===== config.mk =====
export PLATFORM = sky130hd
export DESIGN_NAME = hpdcache_victim_alloc_flat
export DESIGN_NICKNAME = d
export VERILOG_FILES = /design/src/rtl/hpdcache_victim_alloc_pkg.sv /design/src/rtl/hpdcache_victim_alloc_if.sv /design/src/rtl/hpdcache_victim_alloc.sv /design/src/flat_wrapper.sv
export SDC_FILE = /design/constraint.sdc
export NUM_CORES = 1
export LEC_CHECK = 0
export BUFFER_PORTS_ARGS = -buffer_cell sky130_fd_sc_hd__buf_2
export CORE_ASPECT_RATIO = 1.1
export CORE_MARGIN = 4
export CORE_UTILIZATION = 40
export CTS_BUF_LIST = sky130_fd_sc_hd__clkbuf_4
export CTS_CLUSTER_SIZE = 16
export DETAILED_ROUTE_END_ITERATION = 10
export PLACE_DENSITY = 0.82
export SLEW_MARGIN = 25
export SYNTH_ARGS = -nofsm -noshare
export SYNTH_HDL_FRONTEND = slang
export SYNTH_SLANG_ARGS = --single-unit

===== constraint.sdc =====
create_clock -name clk_i -period 1.6 [get_ports clk_i]
set_input_delay 0.24 -clock clk_i [delete_from_list [all_inputs] [get_ports clk_i]]
set_output_delay 0.24 -clock clk_i [all_outputs]
set_load 0.03 [all_outputs]

===== src/rtl/hpdcache_victim_alloc_pkg.sv =====
// Shared types for the miss-path victim allocation stage.
// Default geometry, set/way vector types, and the allocation FSM encoding.
package hpdcache_victim_alloc_pkg;

  localparam int HPDCACHE_SETS         = 64;
  localparam int HPDCACHE_WAYS         = 4;
  localparam int HPDCACHE_RETRY_CYCLES = 4;
  localparam int HPDCACHE_SET_W        = $clog2(HPDCACHE_SETS);

  typedef logic [HPDCACHE_SET_W-1:0] set_t;
  typedef logic [HPDCACHE_WAYS-1:0]  way_vector_t;

  // Plain vector encoding so the state can be probed by legacy tooling.
  typedef logic [2:0] alloc_state_t;
  localparam alloc_state_t ALLOC_IDLE  = 3'd0;
  localparam alloc_state_t ALLOC_RD    = 3'd1;
  localparam alloc_state_t ALLOC_SEL   = 3'd2;
  localparam alloc_state_t ALLOC_RETRY = 3'd3;
  localparam alloc_state_t ALLOC_WB    = 3'd4;
  localparam alloc_state_t ALLOC_RSP   = 3'd5;

endpackage


===== src/rtl/hpdcache_victim_alloc_if.sv =====
// Bundle of all request, directory, selector, writeback, response and refill signals.
// The slave modport is the allocator's view; master is the surrounding cache's view.
interface hpdcache_victim_alloc_if
  import hpdcache_victim_alloc_pkg::*;
#(
  parameter int SETS = HPDCACHE_SETS,
  parameter int WAYS = HPDCACHE_WAYS
);
  localparam int SET_W = $clog2(SETS);

  logic             req_valid_i;
  logic             req_ready_o;
  logic [SET_W-1:0] req_set_i;
  logic             dir_rd_o;
  logic [SET_W-1:0] dir_rd_set_o;
  logic [WAYS-1:0]  dir_valid_i;
  logic [WAYS-1:0]  dir_wback_i;
  logic [WAYS-1:0]  dir_dirty_i;
  logic [WAYS-1:0]  dir_fetch_i;
  logic [WAYS-1:0]  sel_dir_valid_o;
  logic [WAYS-1:0]  sel_dir_wback_o;
  logic [WAYS-1:0]  sel_dir_dirty_o;
  logic [WAYS-1:0]  sel_dir_fetch_o;
  logic [SET_W-1:0] sel_victim_set_o;
  logic [WAYS-1:0]  sel_victim_way_i;
  logic             fetch_set_o;
  logic [SET_W-1:0] fetch_set_set_o;
  logic [WAYS-1:0]  fetch_set_way_o;
  logic             wb_valid_o;
  logic             wb_ready_i;
  logic [SET_W-1:0] wb_set_o;
  logic [WAYS-1:0]  wb_way_o;
  logic             rsp_valid_o;
  logic             rsp_ready_i;
  logic [SET_W-1:0] rsp_set_o;
  logic [WAYS-1:0]  rsp_way_o;
  logic             rsp_evict_o;
  logic             refill_done_i;
  logic [SET_W-1:0] refill_set_i;
  logic [WAYS-1:0]  refill_way_i;
  logic             repl_o;
  logic [SET_W-1:0] repl_set_o;
  logic [WAYS-1:0]  repl_way_o;

  modport slave (
    input  req_valid_i, req_set_i,
    input  dir_valid_i, dir_wback_i, dir_dirty_i, dir_fetch_i,
    input  sel_victim_way_i, wb_ready_i, rsp_ready_i,
    input  refill_done_i, refill_set_i, refill_way_i,
    output req_ready_o, dir_rd_o, dir_rd_set_o,
    output sel_dir_valid_o, sel_dir_wback_o, sel_dir_dirty_o, sel_dir_fetch_o,
    output sel_victim_set_o, fetch_set_o, fetch_set_set_o, fetch_set_way_o,
    output wb_valid_o, wb_set_o, wb_way_o,
    output rsp_valid_o, rsp_set_o, rsp_way_o, rsp_evict_o,
    output repl_o, repl_set_o, repl_way_o
  );

  modport master (
    output req_valid_i, req_set_i,
    output dir_valid_i, dir_wback_i, dir_dirty_i, dir_fetch_i,
    output sel_victim_way_i, wb_ready_i, rsp_ready_i,
    output refill_done_i, refill_set_i, refill_way_i,
    input  req_ready_o, dir_rd_o, dir_rd_set_o,
    input  sel_dir_valid_o, sel_dir_wback_o, sel_dir_dirty_o, sel_dir_fetch_o,
    input  sel_victim_set_o, fetch_set_o, fetch_set_set_o, fetch_set_way_o,
    input  wb_valid_o, wb_set_o, wb_way_o,
    input  rsp_valid_o, rsp_set_o, rsp_way_o, rsp_evict_o,
    input  repl_o, repl_set_o, repl_way_o
  );

endinterface


===== src/rtl/hpdcache_victim_alloc.sv =====
// Miss-path allocation: reads the set's directory, reserves the selected victim way,
// requests a writeback for dirty victims, responds to the miss handler, and forwards refill completions to the PLRU.
module hpdcache_victim_alloc
  import hpdcache_victim_alloc_pkg::*;
#(
  parameter int SETS         = HPDCACHE_SETS,
  parameter int WAYS         = HPDCACHE_WAYS,
  parameter int RETRY_CYCLES = HPDCACHE_RETRY_CYCLES
) (
  input logic                    clk_i,
  input logic                    rst_ni,
  hpdcache_victim_alloc_if.slave bus
);
  localparam int SET_W = $clog2(SETS);
  localparam int CNT_W = $clog2(RETRY_CYCLES + 1);

  alloc_state_t     r_state;
  logic [SET_W-1:0] r_set;
  logic [WAYS-1:0]  r_way;
  logic             r_evict;
  logic [CNT_W-1:0] r_cnt;
  logic             r_repl;
  logic [SET_W-1:0] r_repl_set;
  logic [WAYS-1:0]  r_repl_way;

  logic w_sel_hit;
  logic w_evict;
  logic w_dirty;

  assign w_sel_hit = |bus.sel_victim_way_i;
  assign w_evict   = |(bus.sel_victim_way_i & bus.dir_valid_i);
  assign w_dirty   = |(bus.sel_victim_way_i & bus.dir_valid_i & bus.dir_dirty_i);

  always_ff @(posedge clk_i or negedge rst_ni) begin
    if (!rst_ni) begin
      r_state <= ALLOC_IDLE;
      r_set   <= '0;
      r_way   <= '0;
      r_evict <= 1'b0;
      r_cnt   <= '0;
    end else begin
      case (r_state)
        ALLOC_IDLE: begin
          if (bus.req_valid_i) begin
            r_set   <= bus.req_set_i;
            r_state <= ALLOC_RD;
          end
        end
        ALLOC_RD: r_state <= ALLOC_SEL;
        // Every way busy: back off, then re-read since the fetch bits may have cleared.
        ALLOC_SEL: begin
          if (!w_sel_hit) begin
            r_cnt   <= CNT_W'(RETRY_CYCLES);
            r_state <= ALLOC_RETRY;
          end else begin
            r_way   <= bus.sel_victim_way_i;
            r_evict <= w_evict;
            r_state <= w_dirty ? ALLOC_WB : ALLOC_RSP;
          end
        end
        ALLOC_RETRY: begin
          r_cnt <= r_cnt - CNT_W'(1);
          if (r_cnt == CNT_W'(1)) r_state <= ALLOC_RD;
        end
        ALLOC_WB:  if (bus.wb_ready_i)  r_state <= ALLOC_RSP;
        ALLOC_RSP: if (bus.rsp_ready_i) r_state <= ALLOC_IDLE;
        default:   r_state <= ALLOC_IDLE;
      endcase
    end
  end

  // Replacement notification is a free-running one-stage pipe, independent of the FSM.
  always_ff @(posedge clk_i or negedge rst_ni) begin
    if (!rst_ni) begin
      r_repl     <= 1'b0;
      r_repl_set <= '0;
      r_repl_way <= '0;
    end else begin
      r_repl     <= bus.refill_done_i;
      r_repl_set <= bus.refill_set_i;
      r_repl_way <= bus.refill_way_i;
    end
  end

  assign bus.req_ready_o      = (r_state == ALLOC_IDLE);
  assign bus.dir_rd_o         = (r_state == ALLOC_RD);
  assign bus.dir_rd_set_o     = r_set;

  assign bus.sel_dir_valid_o  = bus.dir_valid_i;
  assign bus.sel_dir_wback_o  = bus.dir_wback_i;
  assign bus.sel_dir_dirty_o  = bus.dir_dirty_i;
  assign bus.sel_dir_fetch_o  = bus.dir_fetch_i;
  assign bus.sel_victim_set_o = r_set;

  assign bus.fetch_set_o      = (r_state == ALLOC_SEL) && w_sel_hit;
  assign bus.fetch_set_set_o  = r_set;
  assign bus.fetch_set_way_o  = (r_state == ALLOC_SEL) ? bus.sel_victim_way_i : '0;

  assign bus.wb_valid_o       = (r_state == ALLOC_WB);
  assign bus.wb_set_o         = r_set;
  assign bus.wb_way_o         = r_way;

  assign bus.rsp_valid_o      = (r_state == ALLOC_RSP);
  assign bus.rsp_set_o        = r_set;
  assign bus.rsp_way_o        = r_way;
  assign bus.rsp_evict_o      = r_evict;

  assign bus.repl_o           = r_repl;
  assign bus.repl_set_o       = r_repl_set;
  assign bus.repl_way_o       = r_repl_way;

endmodule


===== src/flat_wrapper.sv =====
// flat-port wrapper written by rule: the top's interface ports become plain ports
module hpdcache_victim_alloc_flat import hpdcache_victim_alloc_pkg::*;
#(
  parameter int SETS         = HPDCACHE_SETS,
  parameter int WAYS         = HPDCACHE_WAYS,
  parameter int RETRY_CYCLES = HPDCACHE_RETRY_CYCLES
)
  (clk_i, rst_ni, bus_req_valid_i, bus_req_set_i, bus_dir_valid_i, bus_dir_wback_i, bus_dir_dirty_i, bus_dir_fetch_i, bus_sel_victim_way_i, bus_wb_ready_i, bus_rsp_ready_i, bus_refill_done_i, bus_refill_set_i, bus_refill_way_i, bus_req_ready_o, bus_dir_rd_o, bus_dir_rd_set_o, bus_sel_dir_valid_o, bus_sel_dir_wback_o, bus_sel_dir_dirty_o, bus_sel_dir_fetch_o, bus_sel_victim_set_o, bus_fetch_set_o, bus_fetch_set_set_o, bus_fetch_set_way_o, bus_wb_valid_o, bus_wb_set_o, bus_wb_way_o, bus_rsp_valid_o, bus_rsp_set_o, bus_rsp_way_o, bus_rsp_evict_o, bus_repl_o, bus_repl_set_o, bus_repl_way_o);
  hpdcache_victim_alloc_if #(.SETS(SETS), .WAYS(WAYS)) bus_i ();
  input logic clk_i;
  input logic rst_ni;
  input wire logic [$bits(bus_i.req_valid_i)-1:0] bus_req_valid_i;
  input wire logic [$bits(bus_i.req_set_i)-1:0] bus_req_set_i;
  input wire logic [$bits(bus_i.dir_valid_i)-1:0] bus_dir_valid_i;
  input wire logic [$bits(bus_i.dir_wback_i)-1:0] bus_dir_wback_i;
  input wire logic [$bits(bus_i.dir_dirty_i)-1:0] bus_dir_dirty_i;
  input wire logic [$bits(bus_i.dir_fetch_i)-1:0] bus_dir_fetch_i;
  input wire logic [$bits(bus_i.sel_victim_way_i)-1:0] bus_sel_victim_way_i;
  input wire logic [$bits(bus_i.wb_ready_i)-1:0] bus_wb_ready_i;
  input wire logic [$bits(bus_i.rsp_ready_i)-1:0] bus_rsp_ready_i;
  input wire logic [$bits(bus_i.refill_done_i)-1:0] bus_refill_done_i;
  input wire logic [$bits(bus_i.refill_set_i)-1:0] bus_refill_set_i;
  input wire logic [$bits(bus_i.refill_way_i)-1:0] bus_refill_way_i;
  output wire logic [$bits(bus_i.req_ready_o)-1:0] bus_req_ready_o;
  output wire logic [$bits(bus_i.dir_rd_o)-1:0] bus_dir_rd_o;
  output wire logic [$bits(bus_i.dir_rd_set_o)-1:0] bus_dir_rd_set_o;
  output wire logic [$bits(bus_i.sel_dir_valid_o)-1:0] bus_sel_dir_valid_o;
  output wire logic [$bits(bus_i.sel_dir_wback_o)-1:0] bus_sel_dir_wback_o;
  output wire logic [$bits(bus_i.sel_dir_dirty_o)-1:0] bus_sel_dir_dirty_o;
  output wire logic [$bits(bus_i.sel_dir_fetch_o)-1:0] bus_sel_dir_fetch_o;
  output wire logic [$bits(bus_i.sel_victim_set_o)-1:0] bus_sel_victim_set_o;
  output wire logic [$bits(bus_i.fetch_set_o)-1:0] bus_fetch_set_o;
  output wire logic [$bits(bus_i.fetch_set_set_o)-1:0] bus_fetch_set_set_o;
  output wire logic [$bits(bus_i.fetch_set_way_o)-1:0] bus_fetch_set_way_o;
  output wire logic [$bits(bus_i.wb_valid_o)-1:0] bus_wb_valid_o;
  output wire logic [$bits(bus_i.wb_set_o)-1:0] bus_wb_set_o;
  output wire logic [$bits(bus_i.wb_way_o)-1:0] bus_wb_way_o;
  output wire logic [$bits(bus_i.rsp_valid_o)-1:0] bus_rsp_valid_o;
  output wire logic [$bits(bus_i.rsp_set_o)-1:0] bus_rsp_set_o;
  output wire logic [$bits(bus_i.rsp_way_o)-1:0] bus_rsp_way_o;
  output wire logic [$bits(bus_i.rsp_evict_o)-1:0] bus_rsp_evict_o;
  output wire logic [$bits(bus_i.repl_o)-1:0] bus_repl_o;
  output wire logic [$bits(bus_i.repl_set_o)-1:0] bus_repl_set_o;
  output wire logic [$bits(bus_i.repl_way_o)-1:0] bus_repl_way_o;
  assign bus_i.req_valid_i = bus_req_valid_i;
  assign bus_i.req_set_i = bus_req_set_i;
  assign bus_i.dir_valid_i = bus_dir_valid_i;
  assign bus_i.dir_wback_i = bus_dir_wback_i;
  assign bus_i.dir_dirty_i = bus_dir_dirty_i;
  assign bus_i.dir_fetch_i = bus_dir_fetch_i;
  assign bus_i.sel_victim_way_i = bus_sel_victim_way_i;
  assign bus_i.wb_ready_i = bus_wb_ready_i;
  assign bus_i.rsp_ready_i = bus_rsp_ready_i;
  assign bus_i.refill_done_i = bus_refill_done_i;
  assign bus_i.refill_set_i = bus_refill_set_i;
  assign bus_i.refill_way_i = bus_refill_way_i;
  assign bus_req_ready_o = bus_i.req_ready_o;
  assign bus_dir_rd_o = bus_i.dir_rd_o;
  assign bus_dir_rd_set_o = bus_i.dir_rd_set_o;
  assign bus_sel_dir_valid_o = bus_i.sel_dir_valid_o;
  assign bus_sel_dir_wback_o = bus_i.sel_dir_wback_o;
  assign bus_sel_dir_dirty_o = bus_i.sel_dir_dirty_o;
  assign bus_sel_dir_fetch_o = bus_i.sel_dir_fetch_o;
  assign bus_sel_victim_set_o = bus_i.sel_victim_set_o;
  assign bus_fetch_set_o = bus_i.fetch_set_o;
  assign bus_fetch_set_set_o = bus_i.fetch_set_set_o;
  assign bus_fetch_set_way_o = bus_i.fetch_set_way_o;
  assign bus_wb_valid_o = bus_i.wb_valid_o;
  assign bus_wb_set_o = bus_i.wb_set_o;
  assign bus_wb_way_o = bus_i.wb_way_o;
  assign bus_rsp_valid_o = bus_i.rsp_valid_o;
  assign bus_rsp_set_o = bus_i.rsp_set_o;
  assign bus_rsp_way_o = bus_i.rsp_way_o;
  assign bus_rsp_evict_o = bus_i.rsp_evict_o;
  assign bus_repl_o = bus_i.repl_o;
  assign bus_repl_set_o = bus_i.repl_set_o;
  assign bus_repl_way_o = bus_i.repl_way_o;
  hpdcache_victim_alloc #(.SETS(SETS), .WAYS(WAYS), .RETRY_CYCLES(RETRY_CYCLES)) u_core (.clk_i(clk_i), .rst_ni(rst_ni), .bus(bus_i));
endmodule

Yosys cells after proc, flatten, opt, wreduce, memory -nomap -nowiden:

Cells that the tools add are included.

* bits of input ports: 42
* output and inout bits: 75
* register bits after elaboration: 28
* word-level logic and storage cells: 42

* reduce and logical (&&, ||, !) cells: 10
* multiplexer cells: 10
* eq/ne operators: 11
* add/subtract/negate cells: 1
* bitwise logic cells: 2

Operators with widths (count)
* $mux 3: 6
* $pmux 3 s6: 1
* $reduce_or 4->1: 3
* $and 4x4->4: 2
* $ne 2x2->1 const B: 4
* $eq 3x1->1 const B: 2
* $eq 3x2->1 const B: 2
* $eq 3x3->1 const B: 2
* $pmux 3 s2: 1
* $reduce_and 2->1: 3
* $mux 4: 1
* $reduce_and 4->1: 1
* $logic_not 3->1: 1
* $sub 3x1->3 const B: 1
* $ne 2x1->1 const B: 1
* $reduce_bool 2->1: 1
* $logic_and 1x1->1: 1
* $mux 1: 1

Logic depth before layout (Yosys ltp):

* depth after elaboration: 6
* gate-level depth with buffers: 5
* gate-level depth less buffers: 5

Worst setup path before layout:

OpenSTA, ideal clock, no wires.

* path kind: register to register
* start: register u_core.r_state[1]
* end: register u_core.r_set[0] (netlist: u_core.bus.dir_rd_set_o[0])
* path buffers: 2
* slack: -0.146 ns
* library setup time: 0.125 ns
* period minus slack after synthesis: 1.746 ns
* required time: 1.475 ns
* stages on the path, launching flop included: 6
* data arrival time: 1.621 ns
* path through: dfrtp_1 buf_6 nor3_2 and2_4 buf_12 mux2_4

* cells in the longest elaborated chain, start to end: 2

RTL lines
* start, declared: line hpdcache_victim_alloc.sv:17 `alloc_state_t r_state;`
* start signal, assigned: line hpdcache_victim_alloc.sv:58 `r_state <= w_dirty ? ALLOC_WB : ALLOC_RSP;`
* $logic_not 3->1
* net bus_req_ready_o: line flat_wrapper.sv:24 `output wire logic [$bits(bus_i.req_ready_o)-1:0] bus_req_ready_o;`
* $reduce_and 2->1 (no line)
* end signal, assigned: line hpdcache_victim_alloc.sv:45 `r_set <= bus.req_set_i;`
* end, declared: line hpdcache_victim_alloc.sv:18 `logic [SET_W-1:0] r_set;`

The timed path passes the listed nets, and every way through them passes these cells.
A chain may end at the register's enable or synchronous reset.

Worst setup path in the final report:

* start: register u_core.r_state[0]
* end: output port bus_fetch_set_way_o[0]

* cells in the longest elaborated chain, start to end: 2

RTL lines
* $eq 3x2->1: line hpdcache_victim_alloc.sv:97 `assign bus.fetch_set_way_o = (r_state == ALLOC_SEL) ? bus.sel_victim_way_i : '0;`
* $mux 4: line hpdcache_victim_alloc.sv:97
* end, declared: line flat_wrapper.sv:34 `output wire logic [$bits(bus_i.fetch_set_way_o)-1:0] bus_fetch_set_way_o;`

Every way passes these cells.

==> impl_results.md <==
* Final WL at approximately 3700 µm
* Yosys reg bits at 28
* Worst Hold Launch: bus_refill_set_i[4]
* Combinational power share at 68.2%
* Int Power at 2160 µW
* Clock sinks at 28
* R2r worst-path depth at 4
* Highest Clock Rate at 611 MHz
* Routed Antenna Nets at 0
* Synth top area cells: dfrtp_1 (46%), buf_4 (21%), mux2_4 (6.8%)
* Area Growth Syn to Fin at 32.0%
* DRC marker count from the first detailed-route iteration at 35
* Fin crit period at 1.64 ns
* Sw Share at 51.6%
* Initial Utilization at approximately two fifths
* Inst Count DP at 240
* Avg WL per Cell at 14.3 µm
* DP HPWL at 2850 µm
* Worst vdd ir at about 0.00063 V
* Clock root buffer master: clkbuf_4
* DRC at 0
* Failing checks: setup timing
* CTS Buf Count at 3
* DR pass1 iterations at 4
* Met2 wire len at ~1900 µm
* Reg2reg end: u_core.bus.dir_rd_set_o[5]
* Worst r2r src: u_core.r_state[0]
* Cell area after synthesis at 1540 µm²
* Setup violations, final at 2
* HP Class: in2reg
* Top Ports at 117
* Sequential fraction of the synthesis area at 45.6%
* Most instantiated library cell after synthesis: buf_4
* Final period utilization at 102%
* Crit path DAT at 1.40 ns
* Die area at 4900 µm²
* Fin nets at 258
* Slew @ Worst Pin at 0.598 ns
* FFs w/ async S/R, synth at 100%
* Clock share of power at 6.2%
* Slew margin rel. at 60.1%
* Ant diodes at 0
* Post-Route M1 WL at roughly 1200 µm
* RD Place Congestion at 0.740
* Max-cap violation count at 0
* Synth Flop Type: dfrtp_1
* Unrepaired setup endpoints after global routing: true
* Total Routing Usage GR at 14.2%
* Fin cells at 262
* P_leak at around 0.0011 µW
* Final hold slack at 0.0236 ns
* Synth Instances at 133
* EDFF count, synth at 0
* Drt via density at 4.71
* Status: complete, but fails checks
* Sequential Power Share at 25.6%
* Number of global-route vias before repair at ~1200
* CP Data Required Time at ~1.4 ns
* Net switching power at 2310 µW
* Top cell type's share of synthesized area at 45.6%
* Synth cell count leaders: buf_4 (44), dfrtp_1 (28), mux2_4 (7)
* Critical path peak fanout at 5
* Die Height at roughly 73 µm
* Largest net degree at the start of global routing at 29
* Clock-pin slew on the worst setup and hold paths at 0.14 ns
* Worst Setup SP: u_core.r_state[0]
* Final-report max-slew violation count at 0
* Top Layer Used: met4
* Global-route wire length before repair at about 5300 µm
* Vias at 1233
* Reg2Reg Setup Slack at 0.14 ns
* Syn_area_per_cell at 11.6 µm²
* Pre-CTS setup slack at between 0.1 and 0.15 ns
* Cell accounting for the most synthesized area: dfrtp_1
* Worst Setup Path Type: reg2out
* CTS tree: built
* Hold Path Stages at 1
* CTS max path bufs at 2
* Final Hold Fails at 0
* Core Area at 3680 µm²
* Initial antenna violation count at 0
* Count of different cell masters after synthesis at 33
* Clk_skew at 0.00704 ns
* PwrDens at 2200 nW/µm²
* WL met3 at 499 µm
* Worst skew pair latency at 0.32 ns
* Synth Net Count at 177
* # rows at 23
* Startpoint types: flip-flop
* Number of port buffers at 100
* Share of layout cells above drive strength 1 at approximately two thirds
* Die Wd at approximately 67 µm
* PnR worst setup slack at -0.0375 ns
* GR Overflow Total at 0
* Ys Warns at 0
* CP endpoint kind: output port
* H-tree levels at 1
* Hold Crit Endpoint: u_core.bus.repl_set_o[4]
[repair_timing]
action | 4_1_cts | 5_1_grt
pin swaps | 1 | 5
hold buffers | 1 | 5
setup endpoints to repair | 8 | 9
buffers inserted | 5 | 8
gates resized for setup | 17 | 12
endpoints found under the hold margin | 28 | 5
[through the flow]
stage	power, µW	utilization (%)	setup TNS (ns)	instance area (µm²)
finish	4470	55.1	-0.0514	2030
CTS	4300	51.4	-0.0669	1890
global placement	3800	48.1	0	1770
detailed placement	3850	48.1	0	1770
floorplan	3630	-	-0.0162	1550
global route	4730	55.1	-0.520	2030
[area by class of cell]
type	instances	area, µm²
Sequential cell	28	703
Fill cell	335	1650
Inverter	3	11.3
Clock buffer	3	22.5
Tap cell	50	62.6
Multi-Input combinational cell	54	484
Timing Repair Buffer	124	746
[power by group through the flow]
stage / clock network (µW) / registers, µW / logic (µW)
2_1_floorplan: 0 / 1450 / 2180
3_3_place_gp: 0 / 1140 / 2650
3_5_place_dp: 0 / 1170 / 2690
4_1_cts: 286 / 1140 / 2870
5_1_grt: 319 / 1190 / 3230
6_report: 276 / 1140 / 3050
[cells in the final DEF (no fill, tap or decap), types with 2 or more instances in the layout]
cell type / Yosys / layout
clkbuf_4: 0 / 3
nor3b_2: 1 / 2
buf_4: 44 / 18
mux2_4: 7 / 7
nand2_1: 6 / 6
nand3b_1: 2 / 2
buf_6: 2 / 8
a22oi_1: 3 / 3
ha_1: 2 / 2
dfrtp_1: 28 / 26
dfrtp_2: 0 / 2
buf_2: 0 / 91
a21o_1: 4 / 4
inv_1: 3 / 2
dlygate4sd3_1: 0 / 6
and2_4: 1 / 4
nand3_1: 4 / 4
[cell families (layout without fill, tap and decap cells)]
logic type	after synthesis	after routing	synth area share, %
compound gates	14	14	6.51
simple gates	30	30	13.6
mux	8	8	7.49
buf+inv	51	130	25.2
fa+ha+maj	2	2	1.63
flops	28	28	45.6
[registers in the layout (all words and copies together) (netlist names)]
signal / count
u_core.bus.rsp_way_o: 4
u_core.bus.dir_rd_set_o: 6
u_core.bus.rsp_evict_o: 1
u_core.bus.repl_set_o: 6
u_core.r_state: 3
u_core.bus.repl_o: 1
u_core.bus.repl_way_o: 4
u_core.r_cnt: 3
[worst max-delay path by stage]
stage | end | slack [ns] | cells past startpoint
floorplan | bus_wb_valid_o | -0.02 | 2
global placement | bus_fetch_set_o | 0.19 | 4
detailed placement | bus_fetch_set_o | 0.12 | 4
CTS | bus_fetch_set_way_o[3] | -0.03 | 3
global route | bus_fetch_set_way_o[0] | -0.12 | 3
finish | bus_fetch_set_way_o[0] | -0.04 | 3
[layer usage]
layer	vias up	GRT usage [%]
met2	88	26.6
li1	557	-
met3	10	2.62
met5	-	0
met1	578	14.6
met4	0	7.21
[worst max-delay path, stage by stage, from the launching register on]
cell and delay [ns]:
dfrtp_2 0.47, nor3b_4 0.24, and2_1 0.20, buf_4 0.17
(Power assumes the default switching activity.)
